<file path="config.mk">
export PLATFORM = sky130hd
export DESIGN_NAME = cic_interpolator
export DESIGN_NICKNAME = d
export VERILOG_FILES = /design/src/rtl/cic_pkg.sv /design/src/rtl/cic_round_sat.sv /design/src/rtl/cic_interpolator.sv
export SDC_FILE = /design/constraint.sdc
export NUM_CORES = 2
export LEC_CHECK = 0
export CORE_UTILIZATION = 58
export CTS_CLUSTER_SIZE = 24
export DETAILED_ROUTE_END_ITERATION = 16
export GPL_TIMING_DRIVEN = 1
export PLACE_DENSITY = 0.85
export SLEW_MARGIN = 20
export SYNTH_ARGS = -nofsm -noshare
export SYNTH_HDL_FRONTEND = slang
export SYNTH_SLANG_ARGS = --single-unit
</file>
<file path="constraint.sdc">
create_clock -name clock -period 7.9 [get_ports clock]
set_input_delay 0.79 -clock clock [delete_from_list [all_inputs] [get_ports clock]]
set_output_delay 0.79 -clock clock [all_outputs]
set_load 0.02 [all_outputs]
</file>
<file path="src/rtl/cic_pkg.sv">
// Shared CIC helpers: accumulator width derivation and output-field msb position.
// Used by both the transmit interpolator and the receive decimator.
package cic_pkg;

  // Ceiling log2, usable both at elaboration time and on a live rate value.
  function automatic int clog2_int(input int value);
    int result;
    result = 0;
    for (int i = 0; i < 31; i++) begin
      if ((1 << i) < value) result = i + 1;
    end
    return result;
  endfunction

  function automatic int acc_width(input int in_w, input int stages, input int max_r);
    return in_w + stages * clog2_int(max_r);
  endfunction

  function automatic int msb_pos(input int in_w, input int stages, input int r);
    return in_w + (stages - 1) * clog2_int(r) - 1;
  endfunction

endpackage

</file>
<file path="src/rtl/cic_round_sat.sv">
// Extracts OUT_WIDTH bits ending at a runtime msb, rounds half-up on the next bit
// and clamps the single overflow case the rounding add can create.
module cic_round_sat #(
  parameter int ACC_WIDTH = 48,
  parameter int OUT_WIDTH = 18,
  parameter int MSB_WIDTH = 6
) (
  input  logic signed [ACC_WIDTH-1:0] i_acc,
  input  logic        [MSB_WIDTH-1:0] i_msb,
  output logic signed [OUT_WIDTH-1:0] o_data
);

  localparam logic signed [OUT_WIDTH-1:0] MAX_POS = {1'b0, {(OUT_WIDTH-1){1'b1}}};

  logic signed [OUT_WIDTH-1:0] w_trunc;
  logic                        w_round;

  always_comb begin
    w_trunc = OUT_WIDTH'(i_acc >>> (i_msb - MSB_WIDTH'(OUT_WIDTH - 1)));
    w_round = (i_msb >= MSB_WIDTH'(OUT_WIDTH)) ? i_acc[i_msb - MSB_WIDTH'(OUT_WIDTH)] : 1'b0;
    if (w_round && (w_trunc == MAX_POS))
      o_data = MAX_POS;
    else
      o_data = w_trunc + $signed({{(OUT_WIDTH-1){1'b0}}, w_round});
  end

endmodule

</file>
<file path="src/rtl/cic_interpolator.sv">
// Transmit-path CIC interpolator: combs at the input rate, zero-stuffing by a live
// factor R, integrators at the out_strobe rate, rounded/saturated registered output.
module cic_interpolator
  import cic_pkg::*;
#(
  parameter int STAGES            = 5,
  parameter int MIN_INTERPOLATION = 2,
  parameter int MAX_INTERPOLATION = 40,
  parameter int IN_WIDTH          = 18,
  parameter int OUT_WIDTH         = 18
) (
  input  logic                                 clock,
  input  logic                                 reset,
  input  logic [$clog2(MAX_INTERPOLATION):0]   interpolation,
  input  logic                                 out_strobe,
  output logic                                 in_strobe,
  input  logic signed [IN_WIDTH-1:0]           in_data,
  output logic                                 out_valid,
  output logic signed [OUT_WIDTH-1:0]          out_data
);

  localparam int ACC_WIDTH = acc_width(IN_WIDTH, STAGES, MAX_INTERPOLATION);
  localparam int PH_W      = $clog2(MAX_INTERPOLATION);
  localparam int R_W       = PH_W + 1;
  localparam int MSB_W     = $clog2(ACC_WIDTH);

  logic [R_W-1:0]              w_r;
  logic                        w_wrap;
  logic [MSB_W-1:0]            w_msb;
  logic signed [ACC_WIDTH-1:0] w_in_ext;
  logic signed [ACC_WIDTH-1:0] w_integ_next [1:STAGES];
  logic signed [OUT_WIDTH-1:0] w_rounded;

  logic [PH_W-1:0]             r_phase;
  logic signed [ACC_WIDTH-1:0] r_comb  [1:STAGES];
  logic signed [ACC_WIDTH-1:0] r_last  [0:STAGES-1];
  logic signed [ACC_WIDTH-1:0] r_integ [1:STAGES];

  // Out-of-range R is clamped so the phase compare can never underflow.
  always_comb begin
    if (MIN_INTERPOLATION == MAX_INTERPOLATION)
      w_r = R_W'(MAX_INTERPOLATION);
    else if (interpolation < R_W'(MIN_INTERPOLATION))
      w_r = R_W'(MIN_INTERPOLATION);
    else if (interpolation > R_W'(MAX_INTERPOLATION))
      w_r = R_W'(MAX_INTERPOLATION);
    else
      w_r = interpolation;
  end

  assign w_wrap   = ({1'b0, r_phase} >= (w_r - R_W'(1)));
  assign w_msb    = MSB_W'(msb_pos(IN_WIDTH, STAGES, int'(w_r)));
  assign w_in_ext = {{(ACC_WIDTH-IN_WIDTH){in_data[IN_WIDTH-1]}}, in_data};

  // Integrator chain uses old values throughout; only phase 0 injects the comb output.
  always_comb begin
    w_integ_next[1] = r_integ[1] + ((r_phase == '0) ? r_comb[STAGES] : '0);
    for (int k = 1; k < STAGES; k++)
      w_integ_next[k+1] = r_integ[k+1] + r_integ[k];
  end

  cic_round_sat #(
    .ACC_WIDTH(ACC_WIDTH),
    .OUT_WIDTH(OUT_WIDTH),
    .MSB_WIDTH(MSB_W)
  ) u_round_sat (
    .i_acc (w_integ_next[STAGES]),
    .i_msb (w_msb),
    .o_data(w_rounded)
  );

  always_ff @(posedge clock) begin
    if (reset) begin
      r_phase   <= '0;
      in_strobe <= 1'b0;
      out_valid <= 1'b0;
      out_data  <= '0;
      for (int k = 1; k <= STAGES; k++) begin
        r_comb[k]   <= '0;
        r_last[k-1] <= '0;
        r_integ[k]  <= '0;
      end
    end else begin
      in_strobe <= 1'b0;
      out_valid <= out_strobe;
      if (out_strobe) begin
        if (w_wrap) begin
          r_phase   <= '0;
          in_strobe <= 1'b1;
        end else begin
          r_phase <= r_phase + PH_W'(1);
        end
        for (int k = 1; k <= STAGES; k++)
          r_integ[k] <= w_integ_next[k];
        out_data <= w_rounded;
      end
      if (in_strobe) begin
        r_comb[1] <= w_in_ext - r_last[0];
        r_last[0] <= w_in_ext;
        for (int k = 1; k < STAGES; k++) begin
          r_comb[k+1] <= r_comb[k] - r_last[k];
          r_last[k]   <= r_comb[k];
        end
      end
    end
  end

endmodule

</file>
==> run summary <==
Actual slew at the worst max-slew pin: 1051 ps
Io pins: 48
Synth top area share: 40.23%
Routed wire length: 118700 um
Post-layout minimum cycle time: 6186 ps
Number of synthesized flops with an enable pin: 690
GRT Residual Overflow: 0
Worst-path maximum fanout: 36
Share of the clock period used by the worst path after layout: 78.31%
Relative max-transition margin: 29.93%
Number of gates resized after cts: 0
Yosys reg bits: 716
Largest stage delay on the critical path: 810 ps
Routed Antenna Nets: 0
Warnings, synthesis: 0
Die Width: 300.0 um
Critical path buffers and inverters: 3
CP max stage cell: clkdlybuf4s50_1
Hold path cells: 2
Clk_lat worst skew: 670 ps
Postcts setup bufs: 0
Worst-path clk slew: 60 ps
Gpl congestion: 0.9564
Main combinational cell family by area after synthesis: compound AO/OA/AOI/OAI gates
Post-synth top area cell: edfxtp_1
Top cells by area, synth: edfxtp_1 40%, ha_1 11%, nor2_1 4.1%
Hpwl dp: 85930 um
Initial antenna violation count: 2
Largest net degree at the start of global routing: 204
Netlist cell types: 104
Drt wl/cell: 18.03 um
Data required time at the worst endpoint: 8460 ps
CTS Root Cell: clkbuf_16
Core area: 87430 um^2
CTS tree: yes
Seq/Total Area, Yosys: 41.24%
Site Rows: 108
Clock buffer depth: 3
Setup repair after global routing missed its margin: no
Critical setup path kind: in -> reg
Chip Height: 300.0 um
Met3 WL: 5895 um
Post-Syn Instances: 5394
Synth Area in Adders: 11.44%
Post-Synth XOR/XNOR Area: 5.337%
Ant. Diodes: 0
First DRT Iteration DRCs: 3028
PortBufs: 47
Drt pass-1 iters: 6
DR vias: 40250
First-pass GRT wire length: 192600 um
Status: finished, final reports clean
Highest routed metal layer: met4
R2R depth: 17
Total GRT Usage: 25.97%
Commonest cells in the netlist: 690 x edfxtp_1, 561 x nor2_1, 455 x ha_1
Mux share of post-synthesis cell area: 0.7530%
Ys async rst share: 0%
Post-Syn Area: 51510 um^2
Vias in the first global route: 39220
Setup TNS: 0 ps
Number of cells on the critical path: 20
Die area: 90010 um^2
Worst Hold Class: reg -> reg
FMAX: 0.1616 GHz
Worst VDD drop: 201.7 uV
Met2 Wirelength: 59660 um
Startpoint types: input pin
Compound-Gate Fraction of Synth Area: 18.94%
Hold Vio Cnt, Final: 0
Starting Density: 58.92%
CP cell instances: clkdlybuf4s50_1 -> o21ai_0 -> a32oi_1 -> ha_1 -> o211ai_1 -> a21oi_2 -> nand2_4 -> inv_2 -> ha_1 -> mux4_2 -> a221oi_1 -> nand3_1 -> o311ai_0 -> ha_1 -> ha_1 -> inv_1 -> nor4_4 -> nand2_1 -> or3_1 -> a311oi_1
Layout cells sized above 1: 4.381%
# setup viols final: 0
Layout area overhead: 7.936%
Post-DR vias/cell: 6.110
DRC viols: 0
Pwr Total: 11190 uW
Crit-path leading delay family: compound AO/OA/AOI/OAI gates
Worst EP arrival: 6750 ps
Crit. End Element: register
PwrDens: 201.3 nW/um^2
Inserted Clock Buffers: 80
MaxCap Viol Count: 0
CTS hold repair buffers: 0
Nets: 5865
Post-Syn Area per Cell: 9.549 um^2
Most used cell, CP: ha_1
Most used DFF post-synth: edfxtp_1
Post-Synth Simple-Gate Area: 18.27%
Clock Sinks: 716
Leak Pwr: 0.02383 uW
Max-slew violations: 0
Skew final: 33.12 ps
Wl on met1: 47330 um
Syn_nets: 5887
Cell with the most instances after synthesis: edfxtp_1
H-tree depth: 3
[flip-flops by register name, summed over array words and instances (netlist names)]
register,count
out_valid,1
out_data,18
r_integ,240
in_strobe,1
r_last,210
r_phase,6
r_comb,240
[worst paths after layout]
kind	slack [ps]	from	to
setup / recovery	1710	interpolation[4]	out_data[16]$_SDFFE_PP0P_
hold / removal	490	out_data[0]$_SDFFE_PP0P_	out_data[0]$_SDFFE_PP0P_
setup reg to reg	2090	r_phase[2]$_SDFFE_PP0P_	r_integ[0][94]$_SDFFCE_PN0P_
hold reg to reg	490	out_data[0]$_SDFFE_PP0P_	out_data[0]$_SDFFE_PP0P_
[cells by family (layout without fill, tap and decap cells)]
group,Yosys count,in the layout
mux,37,37
xor+xnor,313,313
compound gates,1466,1466
buf+inv,541,579
fa+ha+maj,465,465
simple gates,1856,1856
flops,716,716
[metrics by stage]
stage / hold WS (ps) / cells / instance area (um^2) / utilization [%] / worst slack, ps
after floorplan: 487.0 / 5394 / 51510 / - / 700.1
after CTS: 492.2 / 6587 / 55600 / 63.59 / 1785
after global placement: 492.5 / 6445 / 52980 / 60.60 / 1101
after detailed placement: 483.5 / 6445 / 52980 / 60.60 / 1102
final: 492.1 / 6587 / 55600 / 63.59 / 1714
after global routing: 505.2 / 6587 / 55600 / 63.59 / 1300
[layout make-up]
cell class | instances | area, um^2
fillers | 6714 | 31830
inverters | 367 | 1385
well taps | 1155 | 1445
clock buffers | 102 | 2127
clock inverters | 40 | 490.5
repair buffers | 70 | 680.7
flip-flops and latches | 716 | 21240
multi-input cells | 4137 | 28230
[worst reg2reg max path, cell delays in order (launching register included)]
cell and delay [ps]:
dfxtp_1 370, nor4_2 710, and3_1 250, ha_1 160, inv_1 50, fa_1 380
nor2b_1 180, o21a_1 160, o21ai_0 150, a2111oi_0 840, o21ai_0 270, a31oi_1 380
a21oi_1 220, o31ai_1 560, a41oi_1 260, o221a_2 310, o21ai_0 210, mux2i_1 220
[power by group]
group / internal, uW / switching, uW / total (uW)
combinational: 1090 / 1740 / 2830
clock: 2180 / 1580 / 3760
sequential: 4440 / 169 / 4610
[layer usage]
metal,track usage (%),up-vias
li1,-,19790
met1,30.22,18890
met2,47.07,1219
met3,3.237,351
met4,12.65,0
met5,0,-
[placed cells by master (no fill, tap or decap), types with 23 or more instances in the layout]
cell type,n
ha_1,455
a21oi_1,407
nand2_1,291
and3_1,111
a21boi_0,25
nand3_1,130
o211ai_1,40
nand4_1,58
mux2i_1,32
o31ai_1,34
o21a_1,61
xor2_1,142
clkdlybuf4s50_1,47
nor2_1,561
a31oi_1,38
o21ai_0,242
dfxtp_1,26
nor2b_1,67
nor3_1,137
xnor2_1,170
nand2b_1,94
a211oi_1,65
clkbuf_16,82
o21bai_1,68
o311ai_0,25
inv_1,361
a21o_1,238
or3_1,37
nor3b_1,23
edfxtp_1,690
and2_1,245
No activity file was read; power rests on OpenSTA's default activity.
